$ cat config.mk
export PLATFORM = sky130hd
export DESIGN_NAME = mmc_cmd_sequencer_flat
export DESIGN_NICKNAME = d
export VERILOG_FILES = /design/src/rtl/mmc_cmd_if.sv /design/src/rtl/mmc_cmd_sequencer.sv /design/src/flat_wrapper.sv
export SDC_FILE = /design/constraint.sdc
export NUM_CORES = 1
export LEC_CHECK = 0
export CORE_MARGIN = 4
export CORE_UTILIZATION = 56
export CTS_CLUSTER_SIZE = 40
export DETAILED_ROUTE_END_ITERATION = 7
export GPL_TIMING_DRIVEN = 0
export PLACE_DENSITY_LB_ADDON = 0.1
export SYNTH_ARGS = -nofsm -noshare
export SYNTH_HDL_FRONTEND = slang
export SYNTH_SLANG_ARGS = --single-unit
$ cat constraint.sdc
create_clock -name wb_clk_i -period 6.8 [get_ports wb_clk_i]
set_clock_uncertainty 0.1 [all_clocks]
set_input_delay 1.7 -clock wb_clk_i [delete_from_list [all_inputs] [get_ports wb_clk_i]]
set_output_delay 1.7 -clock wb_clk_i [all_outputs]
set_load 0.02 [all_outputs]
$ cat src/rtl/mmc_cmd_if.sv
// Command/response bus between the MMC command sequencer, its host-side
// controller, the clock-control tick/done handshake and the CMD pad.
interface mmc_cmd_if;
  logic         cmd_start;
  logic         cmd_abort;
  logic [5:0]   cmd_index;
  logic [31:0]  cmd_arg;
  logic [1:0]   resp_type;
  logic         crc_chk;
  logic         cmd_busy;
  logic         cmd_done;
  logic         resp_timeout;
  logic         resp_crc_err;
  logic [127:0] resp_data;
  logic         clk_tick;
  logic         clk_done;
  logic         mmc_cmd_o;
  logic         mmc_cmd_oe;
  logic         mmc_cmd_i;

  modport master (
    output cmd_start, cmd_abort, cmd_index, cmd_arg, resp_type, crc_chk,
    input  cmd_busy, cmd_done, resp_timeout, resp_crc_err, resp_data,
    input  clk_tick, output clk_done,
    input  mmc_cmd_o, mmc_cmd_oe, output mmc_cmd_i
  );

  modport slave (
    input  cmd_start, cmd_abort, cmd_index, cmd_arg, resp_type, crc_chk,
    output cmd_busy, cmd_done, resp_timeout, resp_crc_err, resp_data,
    output clk_tick, input clk_done,
    output mmc_cmd_o, mmc_cmd_oe, input mmc_cmd_i
  );
endinterface

$ cat src/rtl/mmc_cmd_sequencer.sv
// Runs one MMC command transaction on CMD: frame TX with CRC7, response wait,
// response capture/CRC check and the Ncc gap, paced by the clock-control tick/done.
//
// state   | meaning
// IDLE    | waiting for cmd_start
// TX      | shifting out the 48-bit command frame
// WAIT    | CMD released, looking for the response start bit (Ncr window)
// RX      | shifting in the remaining response bits
// NCC     | recovery clocks with CMD released
// ABORT   | CMD released, draining the outstanding clk_done
module mmc_cmd_sequencer #(
  parameter int NCR_TIMEOUT = 64,
  parameter int NCC_CYCLES  = 8,
  parameter int CNT_W       = 8
) (
  input  logic     wb_clk_i,
  input  logic     wb_rst_i,
  mmc_cmd_if.slave bus
);

  typedef enum logic [2:0] {
    S_IDLE,
    S_TX,
    S_WAIT,
    S_RX,
    S_NCC,
    S_ABORT
  } state_t;

  localparam logic [CNT_W-1:0] TX_LAST   = CNT_W'(47);
  localparam logic [CNT_W-1:0] NCR_LOAD  = CNT_W'(NCR_TIMEOUT - 1);
  localparam logic [CNT_W-1:0] NCR_ARMED = CNT_W'(NCR_TIMEOUT - 2);
  localparam logic [CNT_W-1:0] NCC_LOAD  = CNT_W'(NCC_CYCLES - 1);
  localparam logic [CNT_W-1:0] RX_SHORT  = CNT_W'(46);
  localparam logic [CNT_W-1:0] RX_LONG   = CNT_W'(134);

  function automatic logic [6:0] crc7(input logic [39:0] d);
    logic [6:0] c;
    logic       fb;
    c = 7'd0;
    for (int i = 39; i >= 0; i--) begin
      fb = d[i] ^ c[6];
      c  = {c[5:0], 1'b0};
      if (fb) c = c ^ 7'h09;
    end
    return c;
  endfunction

  state_t           state_q, state_d;
  logic [CNT_W-1:0] cnt_q, cnt_d;
  logic             wait_q, wait_d;
  logic             done_q, done_d;
  logic [47:0]      tx_q;
  logic [127:0]     resp_q;
  logic             want_resp_q, long_q, chk_q;
  logic             to_q, crc_err_q;

  logic             tick, paced, bit_ev;
  logic             ld_frame, tx_shift, rx_clear, rx_shift, set_to, set_crc;
  logic [39:0]      tx_body;
  logic [6:0]       tx_crc, rx_crc;

  assign tx_body = {2'b01, bus.cmd_index, bus.cmd_arg};
  assign tx_crc  = crc7(tx_body);
  // On the last RX bit the frame is {resp_q[46:0], cmd_i}: body in [46:7], CRC in [6:0].
  assign rx_crc  = crc7(resp_q[46:7]);
  assign paced   = (state_q == S_TX) || (state_q == S_WAIT) ||
                   (state_q == S_RX) || (state_q == S_NCC);
  assign bit_ev  = wait_q & bus.clk_done;

  always_ff @(posedge wb_clk_i) begin
    if (wb_rst_i) begin
      state_q <= S_IDLE;
      cnt_q   <= '0;
      wait_q  <= 1'b0;
      done_q  <= 1'b0;
    end else begin
      state_q <= state_d;
      cnt_q   <= cnt_d;
      wait_q  <= wait_d;
      done_q  <= done_d;
    end
  end

  always_comb begin
    state_d  = state_q;
    cnt_d    = cnt_q;
    wait_d   = wait_q;
    done_d   = 1'b0;
    tick     = 1'b0;
    ld_frame = 1'b0;
    tx_shift = 1'b0;
    rx_clear = 1'b0;
    rx_shift = 1'b0;
    set_to   = 1'b0;
    set_crc  = 1'b0;

    if (paced && !wait_q) begin
      tick   = 1'b1;
      wait_d = 1'b1;
    end else if (bit_ev) begin
      wait_d = 1'b0;
    end

    unique case (state_q)
      S_IDLE: begin
        wait_d = 1'b0;
        if (bus.cmd_start) begin
          ld_frame = 1'b1;
          state_d  = S_TX;
          cnt_d    = TX_LAST;
        end
      end
      S_TX: if (bit_ev) begin
        tx_shift = 1'b1;
        if (cnt_q == '0) begin
          state_d = want_resp_q ? S_WAIT : S_NCC;
          cnt_d   = want_resp_q ? NCR_LOAD : NCC_LOAD;
        end else begin
          cnt_d = cnt_q - CNT_W'(1);
        end
      end
      S_WAIT: if (bit_ev) begin
        // The first two clocks are the Z-Z turnaround: counted, never a start bit.
        if (cnt_q < NCR_ARMED && !bus.mmc_cmd_i) begin
          rx_clear = 1'b1;
          state_d  = S_RX;
          cnt_d    = long_q ? RX_LONG : RX_SHORT;
        end else if (cnt_q == '0) begin
          set_to  = 1'b1;
          state_d = S_NCC;
          cnt_d   = NCC_LOAD;
        end else begin
          cnt_d = cnt_q - CNT_W'(1);
        end
      end
      S_RX: if (bit_ev) begin
        rx_shift = 1'b1;
        if (cnt_q == '0) begin
          set_crc = !long_q && chk_q && (rx_crc != resp_q[6:0]);
          state_d = S_NCC;
          cnt_d   = NCC_LOAD;
        end else begin
          cnt_d = cnt_q - CNT_W'(1);
        end
      end
      S_NCC: if (bit_ev) begin
        if (cnt_q == '0) begin
          state_d = S_IDLE;
          done_d  = 1'b1;
        end else begin
          cnt_d = cnt_q - CNT_W'(1);
        end
      end
      S_ABORT: if (bus.clk_done) begin
        state_d = S_NCC;
        cnt_d   = NCC_LOAD;
        wait_d  = 1'b0;
      end
      default: state_d = S_IDLE;
    endcase

    // A tick issued this very cycle still owes us a clk_done, so drain it first.
    if (bus.cmd_abort && (state_q == S_TX || state_q == S_WAIT || state_q == S_RX)) begin
      tx_shift = 1'b0;
      rx_clear = 1'b0;
      rx_shift = 1'b0;
      set_to   = 1'b0;
      set_crc  = 1'b0;
      if (tick || (wait_q && !bus.clk_done)) begin
        state_d = S_ABORT;
        wait_d  = 1'b1;
      end else begin
        state_d = S_NCC;
        cnt_d   = NCC_LOAD;
        wait_d  = 1'b0;
      end
    end
  end

  always_ff @(posedge wb_clk_i) begin
    if (wb_rst_i) begin
      tx_q        <= {48{1'b1}};
      resp_q      <= '0;
      want_resp_q <= 1'b0;
      long_q      <= 1'b0;
      chk_q       <= 1'b0;
      to_q        <= 1'b0;
      crc_err_q   <= 1'b0;
    end else begin
      if (ld_frame) begin
        tx_q        <= {tx_body, tx_crc, 1'b1};
        want_resp_q <= (bus.resp_type == 2'd1) || (bus.resp_type == 2'd2);
        long_q      <= (bus.resp_type == 2'd2);
        chk_q       <= bus.crc_chk;
        to_q        <= 1'b0;
        crc_err_q   <= 1'b0;
      end else if (tx_shift) begin
        tx_q <= {tx_q[46:0], 1'b1};
      end
      if (rx_clear) resp_q <= '0;
      else if (rx_shift) resp_q <= {resp_q[126:0], bus.mmc_cmd_i};
      if (set_to) to_q <= 1'b1;
      if (set_crc) crc_err_q <= 1'b1;
    end
  end

  assign bus.cmd_busy     = (state_q != S_IDLE);
  assign bus.cmd_done     = done_q;
  assign bus.resp_timeout = to_q;
  assign bus.resp_crc_err = crc_err_q;
  assign bus.resp_data    = resp_q;
  assign bus.clk_tick     = tick;
  assign bus.mmc_cmd_oe   = (state_q == S_TX);
  assign bus.mmc_cmd_o    = (state_q == S_TX) ? tx_q[47] : 1'b1;

endmodule

$ cat src/flat_wrapper.sv
// flat-port wrapper written by rule: the top's interface ports become plain ports
module mmc_cmd_sequencer_flat 
#(
  parameter int NCR_TIMEOUT = 64,
  parameter int NCC_CYCLES  = 8,
  parameter int CNT_W       = 8
)
  (wb_clk_i, wb_rst_i, bus_cmd_start, bus_cmd_abort, bus_cmd_index, bus_cmd_arg, bus_resp_type, bus_crc_chk, bus_cmd_busy, bus_cmd_done, bus_resp_timeout, bus_resp_crc_err, bus_resp_data, bus_clk_tick, bus_clk_done, bus_mmc_cmd_o, bus_mmc_cmd_oe, bus_mmc_cmd_i);
  mmc_cmd_if bus_i ();
  input  logic wb_clk_i;
  input  logic wb_rst_i;
  input wire logic [$bits(bus_i.cmd_start)-1:0] bus_cmd_start;
  input wire logic [$bits(bus_i.cmd_abort)-1:0] bus_cmd_abort;
  input wire logic [$bits(bus_i.cmd_index)-1:0] bus_cmd_index;
  input wire logic [$bits(bus_i.cmd_arg)-1:0] bus_cmd_arg;
  input wire logic [$bits(bus_i.resp_type)-1:0] bus_resp_type;
  input wire logic [$bits(bus_i.crc_chk)-1:0] bus_crc_chk;
  output wire logic [$bits(bus_i.cmd_busy)-1:0] bus_cmd_busy;
  output wire logic [$bits(bus_i.cmd_done)-1:0] bus_cmd_done;
  output wire logic [$bits(bus_i.resp_timeout)-1:0] bus_resp_timeout;
  output wire logic [$bits(bus_i.resp_crc_err)-1:0] bus_resp_crc_err;
  output wire logic [$bits(bus_i.resp_data)-1:0] bus_resp_data;
  output wire logic [$bits(bus_i.clk_tick)-1:0] bus_clk_tick;
  input wire logic [$bits(bus_i.clk_done)-1:0] bus_clk_done;
  output wire logic [$bits(bus_i.mmc_cmd_o)-1:0] bus_mmc_cmd_o;
  output wire logic [$bits(bus_i.mmc_cmd_oe)-1:0] bus_mmc_cmd_oe;
  input wire logic [$bits(bus_i.mmc_cmd_i)-1:0] bus_mmc_cmd_i;
  assign bus_i.cmd_start = bus_cmd_start;
  assign bus_i.cmd_abort = bus_cmd_abort;
  assign bus_i.cmd_index = bus_cmd_index;
  assign bus_i.cmd_arg = bus_cmd_arg;
  assign bus_i.resp_type = bus_resp_type;
  assign bus_i.crc_chk = bus_crc_chk;
  assign bus_cmd_busy = bus_i.cmd_busy;
  assign bus_cmd_done = bus_i.cmd_done;
  assign bus_resp_timeout = bus_i.resp_timeout;
  assign bus_resp_crc_err = bus_i.resp_crc_err;
  assign bus_resp_data = bus_i.resp_data;
  assign bus_clk_tick = bus_i.clk_tick;
  assign bus_i.clk_done = bus_clk_done;
  assign bus_mmc_cmd_o = bus_i.mmc_cmd_o;
  assign bus_mmc_cmd_oe = bus_i.mmc_cmd_oe;
  assign bus_i.mmc_cmd_i = bus_mmc_cmd_i;
  mmc_cmd_sequencer #(.NCR_TIMEOUT(NCR_TIMEOUT), .NCC_CYCLES(NCC_CYCLES), .CNT_W(CNT_W)) u_core (.wb_clk_i(wb_clk_i), .wb_rst_i(wb_rst_i), .bus(bus_i));
endmodule
==> key figures <==
STA
  – Max Slew Vio Count: 0
  – Minimum clock period: 4.43 ns
  – Final period utilization: 65.1%
  – PnR worst setup slack: approximately 2.4 ns
  – Normalized max-slew margin: 55.4%
  – Final hold violations: 0
  – Final setup viols: 0
  – Max Freq: 0.226 GHz
  – RSZ-0062 raised after global routing: no
  – TNS Setup: 0 ns
  – Worst-margin pin slew: 0.668 ns

Synthesis
  – Synthesized net count: about 1200
  – Cell variety after synth: 55
  – Register area share after synthesis: 41.9%
  – Post-synth EDFFs: 0
  – Mapped cell area: between 9000 and 10000 sq um
  – Share of the synthesized area in the top cell type: a little over two fifths
  – Cells after Synth: 1107
  – Ys async rst share: 0%
  – Mapped Avg Cell Area: 8.32 sq um
  – Post-synth top area cell: dfxtp_1
  – Most common flop cell mapped by yosys: dfxtp_1
  – Yosys reg bits: about 190
  – YS warnings: 0
  – Synth area leaders: dfxtp_1, nand2_1, a21oi_1

Cells and area
  – Register area: 3860 sq um
  – Antenna Cells: 0
  – Fill cell count: 1286
  – Layout cells sized above 1: between 3 and 4%
  – Multi-input logic area: 5020 sq um
  – Area Growth Syn to Fin: 28.6%
  – Core Util, Final: between 70% and 80%
  – Post-layout nets: 1356

Power
  – PwrDens: about 280 nW/um^2
  – Final Power: 3.33 mW
  – P_leak: 4.23 nW
  – VDD IR-drop max: 0.218 mV

Die
  – Die area: 18600 sq um
  – Initial Util: 57.6%
  – Chip height: 136 um
  – Die width: 136 um
  – IO Pins: ~180
  – Core Area: 16000 sq um
  – Row count: 46

Clock tree
  – CTS Buf Count: 17
  – Cts hold-fix bufs: 0
  – Clock Tree Root: clkbuf_16
  – PostCTS Resize Cnt: 0
  – Total number of H-tree levels: 4
  – Post-CTS Setup Inserts: 0
  – CTS clk-pin slew, worst paths: around 0.070 ns
  – Deepest clock path buffer count: 2
  – TritonCTS clock tree: yes
  – Clock latency on the worst-skew pair: 0.44 ns
  – Clock net sink count: 193

Critical path
  – Critical path class: in -> reg
  – CP arrival: 4.63 ns
  – Critical Path Fanout Max: 10
  – Startpoint types: primary input
  – CP required: 7.01 ns
  – Crit path capture type: flip-flop

Global routing
  – GRT Residual Overflow: 0
  – Largest net degree at the start of global routing: 20
  – First-pass GRT wire length: 38700 um
  – Initial antenna violation count: 0
  – Vias in the first global route: 7727
  – Overall Global Routing Usage: between 20% and 30%

Detailed routing
  – DRT Pass-1 Iters: 5
  – Iteration-0 DRC Markers: around 600
  – Vias per cell: 5.49
  – Routed Antenna Nets: 0
  – WL final: ~25000 um
  – Routed WL per cell: between 15 and 20 um
  – Vias after detailed routing: 8413
  – Drt drc: 0

Placed design
  – Port bufs: between 150 and 200
  – Dpl ws: 2.05 ns
  – Final HPWL DP: 18100 um
  – GP Congestion: 0.947

Hold path
  – Type of the worst min-delay path: reg -> reg

Run
  – Max-cap viol count: 0

Run status
  – Status: finished clean
==> final cells by class <==
| type | count | share of cell area (%) |
|---|---|---|
| multi-input combinational | 828 | 42.4 |
| sequential | 193 | 32.6 |
| timing repair buffer | 179 | 15.1 |
| clock buffer | 17 | 3.59 |
| buffer | 78 | 2.50 |
| tap | 216 | 2.28 |
| clock inverter | 14 | 1.24 |
| inverter | 8 | 0.254 |
==> metrics by stage <==
stage / cells / area [sq um] / hold WS [ns]
2_1_floorplan: 1107 / 9210 / 0.322
3_3_place_gp: 1502 / 11300 / 0.329
3_5_place_dp: 1502 / 11300 / 0.333
4_1_cts: 1533 / 11800 / 0.345
5_1_grt: 1533 / 11800 / 0.364
6_report: 1533 / 11800 / 0.344
==> placed cells by master, fill, tap and decap left out, types with 3 or more instances in the layout <==
master	count
nand2_1	363
o31ai_1	3
nor3_1	8
xnor3_1	22
xnor2_2	9
a221oi_1	45
and3_1	4
xnor3_2	3
o211ai_1	3
buf_1	8
dfxtp_1	193
a21oi_1	147
inv_1	7
ha_1	4
xor3_1	3
or2_2	3
a31oi_1	5
mux2i_1	6
o21ai_1	5
clkdlybuf4s50_1	179
o21ai_0	16
xnor2_1	77
clkinv_4	5
xor2_1	17
nor4_1	8
nor2_1	30
nor2b_1	3
clkbuf_1	69
clkbuf_16	17
nand3_1	10
inv_8	4
==> cells in the mapped netlist (all sizes together), types with 5 or more instances <==
| master | count |
|---|---|
| clkbuf | 69 |
| or2 | 6 |
| nand3 | 10 |
| a21oi | 147 |
| xnor3 | 25 |
| buf | 9 |
| nor4 | 8 |
| dfxtp | 193 |
| mux2i | 6 |
| nor3 | 8 |
| xor3 | 5 |
| nand2 | 363 |
| a221oi | 45 |
| o21ai | 21 |
| inv | 7 |
| nor2 | 30 |
| xor2 | 19 |
| a31oi | 5 |
| xnor2 | 86 |
==> worst max-delay path, stage by stage <==
cell             delay (ns)
clkdlybuf4s50_1        0.49
nor3_1                 0.21
o21ai_1                0.23
nor4_1                 0.48
nand2_1                0.24
o21bai_1               0.22
clkbuf_1               0.54
clkbuf_1               0.42
a21oi_1                0.08
==> flip-flops by register name, indices dropped and copies added, names as in the netlist <==
| register | flops |
|---|---|
| u_core.state_q | 3 |
| u_core.bus.cmd_done | 1 |
| u_core.tx_q | 47 |
| u_core.wait_q | 1 |
| u_core.bus.resp_timeout | 1 |
| u_core.cnt_q | 8 |
| u_core.want_resp_q | 1 |
| u_core.long_q | 1 |
| u_core.chk_q | 1 |
| u_core.bus.resp_crc_err | 1 |
| u_core.bus.resp_data | 128 |
==> where the power goes <==
part           internal, mW  leakage [nW]  switching (mW)
Clock                 0.487         0.277           0.483
Sequential             1.24          1.57          0.0673
Combinational         0.459          2.38           0.600
Total                  2.18          4.23            1.15
==> routing by layer <==
layer / share of wire [%] / vias to the layer above / GRT usage (%)
met5: 0 / - / 0
met1: 43 / 3940 / 34.2
met4: 2.4 / 0 / 8.17
li1: - / 4132 / -
met3: 6.8 / 48 / 6.92
met2: 48 / 293 / 42.2
==> worst paths after layout <==
path / startpoint / to / slack (ns) / cells after the start
setup / recovery: bus_mmc_cmd_i / u_core.bus.resp_data[64] / 2.37 / 9
hold / removal: u_core.tx_q[32] / u_core.tx_q[32] / 0.34 / 2
setup reg to reg: u_core.cnt_q[3] / u_core.bus.resp_data[64] / 3.71 / 9
hold reg to reg: u_core.tx_q[32] / u_core.tx_q[32] / 0.34 / 2
==> cell families (layout without fill, tap and decap cells) <==
kind of cell / count (synthesis) / after routing / share of synthesized area, %
AND/OR/NAND/NOR: 442 / 442 / 19.2
multiplexers: 6 / 6 / 0.652
buffers and inverters: 86 / 296 / 3.55
XOR/XNOR: 135 / 135 / 18.4
flip-flops: 193 / 193 / 41.9
adder cells (fa/ha/maj): 4 / 4 / 0.543
AO/OA/AOI/OAI: 241 / 241 / 15.8
Power figures use the tool's default switching activity.
